--- config.mk ---
export PLATFORM = sky130hd
export DESIGN_NAME = quote_order_gen
export DESIGN_NICKNAME = d
export VERILOG_FILES = /design/src/rtl/quote_order_gen.sv
export SDC_FILE = /design/constraint.sdc
export NUM_CORES = 1
export LEC_CHECK = 0
export CORE_UTILIZATION = 60
export DETAILED_ROUTE_END_ITERATION = 10
export PLACE_DENSITY = 0.9
export SLEW_MARGIN = 20
export SYNTH_ARGS = -nofsm -noshare
export SYNTH_HDL_FRONTEND = slang
export SYNTH_SLANG_ARGS = --single-unit
--- constraint.sdc ---
create_clock -name i_clk -period 4.7 [get_ports i_clk]
set_input_delay 0.705 -clock i_clk [delete_from_list [all_inputs] [get_ports i_clk]]
set_output_delay 0.705 -clock i_clk [all_outputs]
set_load 0.01 [all_outputs]
--- src/rtl/quote_order_gen.sv ---
// quote_order_gen: turns (bid, ask) quotes into NEW/REPLACE order messages on a
// valid/ready stream. Only sides with no live order, or whose price moved by at
// least THRESH, are sent. After an update that sent orders, MIN_GAP idle cycles
// pass before the next one. Crossed quotes are dropped and counted. The input
// has no backpressure, so a newer quote always overwrites an unconsumed one.
module quote_order_gen #(
  parameter int DATA_WIDTH = 32,
  parameter int QTY_WIDTH  = 16,
  parameter int ORDER_QTY  = 100,
  parameter int THRESH     = 4,
  parameter int MIN_GAP    = 8
) (
  input  logic                  i_clk,
  input  logic                  i_reset,
  input  logic [DATA_WIDTH-1:0] i_buy_price,
  input  logic [DATA_WIDTH-1:0] i_ask_price,
  input  logic                  i_data_valid,
  output logic                  o_order_valid,
  input  logic                  i_order_ready,
  output logic                  o_order_side,
  output logic [1:0]            o_order_type,
  output logic [DATA_WIDTH-1:0] o_order_price,
  output logic [QTY_WIDTH-1:0]  o_order_qty,
  output logic                  o_busy,
  output logic [15:0]           o_drop_count
);

  localparam int GAP_W = (MIN_GAP < 1) ? 1 : $clog2(MIN_GAP + 1);
  localparam logic [1:0] T_NEW     = 2'd0;
  localparam logic [1:0] T_REPLACE = 2'd1;

  typedef enum logic [1:0] {IDLE, SEND_BID, SEND_ASK} state_t;

  state_t                state;
  logic                  pend_valid;
  logic [DATA_WIDTH-1:0] pend_bid, pend_ask;
  logic [DATA_WIDTH-1:0] work_bid, work_ask;
  logic [DATA_WIDTH-1:0] last_bid, last_ask;
  logic                  bid_live, ask_live;
  logic                  need_ask_r;
  logic [GAP_W-1:0]      gap_cnt;

  logic capture, crossed, need_bid_c, need_ask_c, handshake;

  // Unsigned absolute difference, no wrap, compared against the threshold.
  function automatic logic moved(input logic [DATA_WIDTH-1:0] a,
                                 input logic [DATA_WIDTH-1:0] b);
    logic [DATA_WIDTH-1:0] diff;
    diff = (a >= b) ? (a - b) : (b - a);
    return diff >= DATA_WIDTH'(THRESH);
  endfunction

  assign o_order_qty = QTY_WIDTH'(ORDER_QTY);
  assign o_busy      = (state != IDLE);
  assign handshake   = o_order_valid && i_order_ready;

  // Quote classification and per-side send decision for the pending quote.
  always_comb begin
    capture    = i_data_valid && (i_buy_price < i_ask_price);
    crossed    = i_data_valid && !(i_buy_price < i_ask_price);
    need_bid_c = !bid_live || moved(pend_bid, last_bid);
    need_ask_c = !ask_live || moved(pend_ask, last_ask);
  end

  // Order FSM, pending capture, gap timer and drop counter; all outputs registered.
  always_ff @(posedge i_clk) begin
    if (i_reset) begin
      state         <= IDLE;
      pend_valid    <= 1'b0;
      pend_bid      <= '0;
      pend_ask      <= '0;
      work_bid      <= '0;
      work_ask      <= '0;
      last_bid      <= '0;
      last_ask      <= '0;
      bid_live      <= 1'b0;
      ask_live      <= 1'b0;
      need_ask_r    <= 1'b0;
      gap_cnt       <= '0;
      o_order_valid <= 1'b0;
      o_order_side  <= 1'b0;
      o_order_type  <= T_NEW;
      o_order_price <= '0;
      o_drop_count  <= '0;
    end else begin
      if (gap_cnt != '0) gap_cnt <= gap_cnt - 1'b1;

      case (state)
        IDLE: begin
          if (pend_valid && gap_cnt == '0) begin
            work_bid   <= pend_bid;
            work_ask   <= pend_ask;
            pend_valid <= 1'b0;
            need_ask_r <= need_ask_c;
            if (need_bid_c) begin
              state         <= SEND_BID;
              o_order_valid <= 1'b1;
              o_order_side  <= 1'b0;
              o_order_price <= pend_bid;
              o_order_type  <= bid_live ? T_REPLACE : T_NEW;
            end else if (need_ask_c) begin
              state         <= SEND_ASK;
              o_order_valid <= 1'b1;
              o_order_side  <= 1'b1;
              o_order_price <= pend_ask;
              o_order_type  <= ask_live ? T_REPLACE : T_NEW;
            end
          end
        end
        SEND_BID: begin
          if (handshake) begin
            last_bid <= work_bid;
            bid_live <= 1'b1;
            if (need_ask_r) begin
              // valid stays high straight into the ask order
              state         <= SEND_ASK;
              o_order_side  <= 1'b1;
              o_order_price <= work_ask;
              o_order_type  <= ask_live ? T_REPLACE : T_NEW;
            end else begin
              state         <= IDLE;
              o_order_valid <= 1'b0;
              gap_cnt       <= GAP_W'(MIN_GAP);
            end
          end
        end
        SEND_ASK: begin
          if (handshake) begin
            last_ask      <= work_ask;
            ask_live      <= 1'b1;
            state         <= IDLE;
            o_order_valid <= 1'b0;
            gap_cnt       <= GAP_W'(MIN_GAP);
          end
        end
        default: begin
          state         <= IDLE;
          o_order_valid <= 1'b0;
        end
      endcase

      // A fresh quote overrides the IDLE consume above, so the latest always wins.
      if (capture) begin
        pend_bid   <= i_buy_price;
        pend_ask   <= i_ask_price;
        pend_valid <= 1'b1;
      end
      if (crossed && o_drop_count != 16'hFFFF) o_drop_count <= o_drop_count + 16'd1;
    end
  end

endmodule
Yosys cells after proc, flatten, opt, wreduce, memory -nomap -nowiden

Cells that the tools add are included.

Divide/modulo/power cells: 0
Add/sub/neg operators: 6
$lt $le $gt $ge: 5
Muxes and demuxes: 43
$mul: 0
Bitwise logic cells: 0
Reductions and logical operators: 24
Shift-type cells: 0
Equal/unequal tests: 9

Operators by type and width:

| operator                                                                             | count |
|---|---|
| 32-bit 2-to-1 mux                                                                    | 7 |
| 32-bit subtractor                                                                    | 4 |
| 32-bit by 3-bit greater-or-equal comparator with 1-bit output, second input constant | 2 |
| 32-bit greater-or-equal comparator                                                   | 2 |
| 32-bit case mux with 2 select lines                                                  | 1 |
| 32-bit less-than comparator                                                          | 1 |
| 2-bit 2-to-1 mux                                                                     | 11 |
| 16-bit by 1-bit adder with 16-bit output, second input constant                      | 1 |
| 4-bit 2-to-1 mux                                                                     | 4 |
| 16-bit != test, second input constant                                                | 1 |
| 1-bit 2-to-1 mux                                                                     | 15 |
| 2-bit != test, second input constant                                                 | 5 |
| 5-bit AND reduction                                                                  | 2 |
| 4-bit case mux with 2 select lines                                                   | 1 |
| 2-bit AND reduction                                                                  | 4 |
| 2-bit nonzero test                                                                   | 4 |
| 2-bit case mux with 3 select lines                                                   | 1 |
| 1-bit logical AND                                                                    | 5 |
| 4-bit logical NOT                                                                    | 1 |
| 2-bit case mux with 2 select lines                                                   | 1 |
| 4-bit AND reduction                                                                  | 1 |
| 4-bit nonzero test                                                                   | 1 |
| 4-bit by 1-bit subtractor with 4-bit output, second input constant                   | 1 |
| 1-bit logical NOT                                                                    | 3 |
| other kinds (7)                                                                      | 8 |

Register bits after elaboration: 254
Input bits: 68
Word-level logic and storage cells: 104
Memories kept: 0
Bits in read-only memories: 0
Latch bits: 0
RAM bits: 0

Depth between registers and ports, before layout

Word-level depth: 8
Mapped depth: 18

Worst setup path before layout

OpenSTA, ideal clock, no wires.

Kind: flip-flop to flip-flop
Start: reg pend_bid[0]
End: reg o_order_price[0]
Path buffers: 1
Data arrival time: 3826 ps
Required time: 4583 ps
Clock period less this slack: 3944 ps
Setup slack: 756 ps
Stages on the path, launching flop included: 17
Cells stage by stage: dfxtp_1 inv_1 ha_1 fa_1 nand2b_1 a21oi_1 o21ai_1 a31oi_4 nor2_2 a221oi_1 a221oi_1 or4_4 nor4_1 and4_1 nor3_2 buf_2 a32o_1

Word-level cells in the longest chain between the ends: 7
Elaborated cells on any way between the ends: 11

Ends and longest elaborated chain:

| what                                                                           | line | RTL |
|---|---|---|
| start, declared                                                                | 36   | `logic [DATA_WIDTH-1:0] pend_bid, pend_ask;` |
| start signal, assigned                                                         | 144  | `pend_bid <= i_buy_price;` |
| 32-bit subtractor / 32-bit greater-or-equal comparator (equally long branches) | 49   | `diff = (a >= b) ? (a - b) : (b - a);` |
| 32-bit 2-to-1 mux                                                              | 49   |  |
| 32-bit by 3-bit greater-or-equal comparator with 1-bit output                  | 50   | `return diff >= DATA_WIDTH'(THRESH);` |
| 1-bit logical OR                                                               | 61   | `need_bid_c = !bid_live \|\| moved(pend_bid, last_bid);` |
| 32-bit 2-to-1 mux                                                              | 95   | `if (need_bid_c) begin` |
| 32-bit 2-to-1 mux                                                              | 90   | `if (pend_valid && gap_cnt == '0) begin` |
| 32-bit case mux with 2 select lines                                            | 88   | `case (state)` |
| end signal, assigned                                                           | 99   | `o_order_price <= pend_bid;` |
| end signal, assigned                                                           | 105  | `o_order_price <= pend_ask;` |
| end signal, assigned                                                           | 118  | `o_order_price <= work_ask;` |
| end, declared                                                                  | 22   | `output logic [DATA_WIDTH-1:0] o_order_price,` |

Parallel ways exist; a longest one is shown, timed or not. The select of a mux whose other input is x is not followed.
A chain may end at the register's enable or synchronous reset.

Final worst setup path

Start: reg pend_bid[9]
End: reg o_order_price[12]

Word-level cells in the longest chain between the ends: 7
Elaborated cells on any way between the ends: 11

Ends and longest elaborated chain:

| what                                                                           | line |
|---|---|
| 32-bit subtractor / 32-bit greater-or-equal comparator (equally long branches) | 49 |
| 32-bit 2-to-1 mux (*)                                                          | 49 |
| 32-bit by 3-bit greater-or-equal comparator with 1-bit output (*)              | 50 |
| 1-bit logical OR (*)                                                           | 61 |
| 32-bit 2-to-1 mux                                                              | 95 |
| 32-bit 2-to-1 mux                                                              | 90 |
| 32-bit case mux with 2 select lines                                            | 88 |

Every way passes the cells marked *; elsewhere a longest branch is shown, timed or not. The select of a mux whose other input is x is not followed.

==> run summary <==
The type of the tightest min-delay check is reg -> reg. Max-slew violation total from the final report: 0. The power density relative to cell area was 369 nW/um2.

The global routing stage identified its most utilized layer as met2. The DRC violations left is 0, and the fraction of layout cells with a size suffix above 1 is 9.35%. The run gives 0 as the final number of setup-violating endpoints. Pin slew with the least headroom to its limit: 888 ps. At the worst endpoint, the required time is 5180 ps. The number of enable flip-flop cells after synthesis was 0; the layout overhead on the synthesized area was 16.5%.

The run gives 6.79% as the met3 demand-to-capacity share in global routing. The share of synthesized area spent on multiplexers is 4.46%, and the TritonCTS buffer count is 28. The final layout contains routed wiring with a total length of 66.0 mm. The tools report the share of the core filled with cells as 71.2%. The core area was 30,700 um2; the synthesized area divided by synthesized cell count was 7.38 um2. The tools report the worst-case hold path end point as last_bid[7]. The number of maximum-capacitance violations was 0. For the static leakage, the log shows 9.02 nW. STA classifies the critical path startpoint as a register. For this configuration, the core starts out at a cell density of 61.1%. In this run the remaining antenna-violating nets after routing total 0. Of all flip-flops after synthesis, the portion carrying an async set or reset was 0%. Based on the critical path, the design can be clocked at up to 219 MHz. Total power for the finished layout comes to 0.00807 W. The worst register-to-register path begins at pend_bid[9]. Counting every sink on the clock net gives 253. Input and output buffers added on the ports amount to 119. The pre-antenna-repair detailed-routing pass consisted of 8 iterations. At the end of routability-driven placement, the weighted congestion stood at 0.998. TritonCTS built the clock tree. The clock period could shrink to 4570 ps.

The flow ran to the end, and the final reports show no timing, DRC or antenna violations. The netlist uses 80 different library cells. The synthesized netlist devotes 21.8% of its cell area to simple gates. The worst setup path is captured at a register.

Global routing used 40.2% of the available tracks. The die covers 32,000 um2. The worst flop-to-flop path endpoint is o_order_price[12]. The worst-case IR drop observed on VDD is 319 uV. The register-to-register path setup slack is 130 ps, and the finished layout cell area is 21,800 um2. Start point of the worst hold path: work_bid[7]. The cell area after synthesis is 18,800 um2, and the maximum number of pins on one net before global-route repair is 86.

The placed instances occupy a cell area of 20,700 um2. For met2 alone, demand over resource in global routing was 65.7%. The number of instances in the synthesized netlist was 2,542; the overall die width was 179 um. The layout has 2,354 filler cells. The synthesized design spends more area on one cell type than any other, namely dfxtp_1. The xor/xnor share of the synthesized area was 2.66%; the post-place setup slack was 116 ps. On the final layout, the worst hold slack is 451 ps. The tools report the wire length of the first global-routing pass as 101 mm. The met1 usage in global routing came out at 51.1%. The run gives 0 as the number of antenna violations at the first check in global routing. Clock latency on the worst-skew pair, taken at its later pin, is 570 ps. After clock tree synthesis, the clock-pin slew on the worst setup and hold paths is 60 ps. The worst setup path is of the reg -> reg kind. For the worst setup path, the data arrival time is 5050 ps.

In this run the biggest area consumer among cell types represents 27.0% of the synthesized area. Ranked by total cell area, the synthesized netlist is headed by dfxtp_1, ha_1, a21oi_1. The tools report the worst clock skew as 29.1 ps. Sequential elements use 27.0% of the synthesized area.

The number of hold violations in the final report came out at 0. Counting along the longest clock path gives a buffer depth of 3. Along the worst hold path, the cell count comes to 2. By area, the combinational part of the netlist is dominated by compound AO/OA/AOI/OAI gates. The Yosys step of the flow raised 0 warnings. The number of placed I/O pins was 137.

Dividing the detail-routed wire length by the instance count gives 21.3 um. In the post-route analysis, the smallest setup slack over all paths is 129 ps. The worst slew margin relative to its limit was 40.8%. The buffer cell driving the clock tree root is clkbuf_16. The complex-gate fraction of the synthesized area was 24.5%. The floorplan step set the die height to 179 um.

The depth of the CTS H-tree is 1, and the via density per instance is 6.38. At the end of the flow, the number of nets in the layout was 2,909. Summing over every cut layer, the via total after detailed routing is 19,714. The antenna diode instance count is 0, and the maximum fanout along the worst path is 11. The synthesized-area fraction occupied by adder cells is 11.2%, and the via count of the first global-routing pass is 18,801.

The ratio of final minimum period to clock period was 97.3%; the number of rows in the core area was 64. For this run, the leading register cell type out of synthesis is dfxtp_1. The logs give 48.9 mm for the post-detailed-placement half-perimeter wirelength and 2,258 for the DRC violation total after the first TritonRoute iteration. The register bit total from synthesis is 253.

The total overflow left after global routing is 0. For the worst flop-to-flop path, the logic depth is 16.
state kept, by name, summed over array words and instances (netlist names):
name           count
ask_live           1
bid_live           1
gap_cnt            4
last_ask          32
last_bid          32
need_ask_r         1
o_drop_count      16
o_order_price     32
o_order_side       1
o_order_type       1
o_order_valid      1
pend_ask          32
pend_bid          32
pend_valid         1
state              2
work_ask          32
work_bid          32
report_power, final:
| part | switching, W | leakage, nW | internal, W |
|---|---|---|---|
| Clock | 0.000958 | 0.465 | 0.00126 |
| Sequential | 0.000139 | 2.05 | 0.00229 |
| Combinational | 0.00212 | 6.51 | 0.00130 |
| Total | 0.00322 | 9.02 | 0.00485 |
metal layers:
metal	vias to the layer above	part of all wire (%)
met5	-	0
met3	218	8.7
met1	9325	41
met2	1090	45
met4	0	5.4
li1	9081	-
worst max-delay path, cell delays in order (launching register included):
cell and delay [ps]:
dfxtp_1 340, inv_1 50, ha_1 380, a21oi_1 360, o21ai_0 230, a21oi_2 230, a31oi_4 170, or2_4 360
buf_4 160, a221oi_2 210, a221oi_1 160, or4_4 540, nor4b_4 310, and4bb_4 370, buf_12 180, mux2i_1 210
a32o_1 230
kinds of logic (layout without fill, tap and decap cells):
kind of cell	Yosys count	count (layout)
AOI/OAI and AO/OA	734	734
xor gates and xnor gates	57	57
adders and majority gates	166	166
buffers and inverters	353	492
DFF	253	253
muxes	83	83
other	2	17
and+or+nand+nor	894	894
worst max path at each step:
stage | startpoint | to | slack [ps] | cells past startpoint
global placement | pend_bid[0] | o_order_price[7] | 180 | 16
global route | pend_bid[11] | o_order_price[12] | -60 | 17
CTS | pend_bid[0] | o_order_price[7] | 100 | 16
floorplan | pend_bid[0] | o_order_price[0] | 760 | 16
detailed placement | pend_bid[0] | o_order_price[7] | 120 | 16
finish | pend_bid[9] | o_order_price[12] | 130 | 16
synthesized netlist by cell type, types with 15 or more instances:
cell      instances
nand2_1         358
a21oi_1         340
dfxtp_1         253
nor2_1          253
inv_1           187
ha_1            162
o21ai_0         102
clkbuf_1         91
mux2i_1          78
a21o_1           57
nand2b_1         46
nand4_1          46
buf_2            36
nor3_1           34
a32o_1           32
o21a_1           31
xnor2_1          31
nand3_1          28
xor2_1           26
buf_4            25
a211oi_1         23
and3_1           19
nor2b_1          17
or3_1            17
a31oi_1          15
and2_1           15
o211ai_1         15
per-stage QoR:
step	TNS, ps	std cells
2_1_floorplan	0	2557
3_3_place_gp	0	3036
3_5_place_dp	0	3036
4_1_cts	0	3087
5_1_grt	-93.0	3092
6_report	0	3092
area by class of cell:
type	instances	area, um2	share of cell area [%]
Sequential cell	253	5070	23.2
Multi-Input combinational cell	1951	12400	56.6
Clock buffer	36	791	3.62
Clock inverter	15	143	0.653
Tap cell	396	495	2.27
Inverter	187	702	3.21
Timing Repair Buffer	254	2290	10.5
cells in the final DEF, fill, tap and decap left out, types with 29 or more instances in the layout:
cell             count
nand2_1            356
a21oi_1            336
nor2_1             252
dfxtp_1            250
inv_1              187
ha_1               156
buf_4              129
clkdlybuf4s50_1    118
o21ai_0            100
mux2i_1             76
a21o_1              57
nand4_1             46
nand2b_1            46
a32o_1              32
nor3_1              31
o21a_1              31
xnor2_1             31
clkbuf_16           29
what timing repair did:
item | in CTS | in global routing
hold buffers | 0 | 0
setup buffers | 0 | 4
setup endpoints to repair | 0 | 38
resized for setup | 0 | 36
No activity file was read; power rests on OpenSTA's default activity.
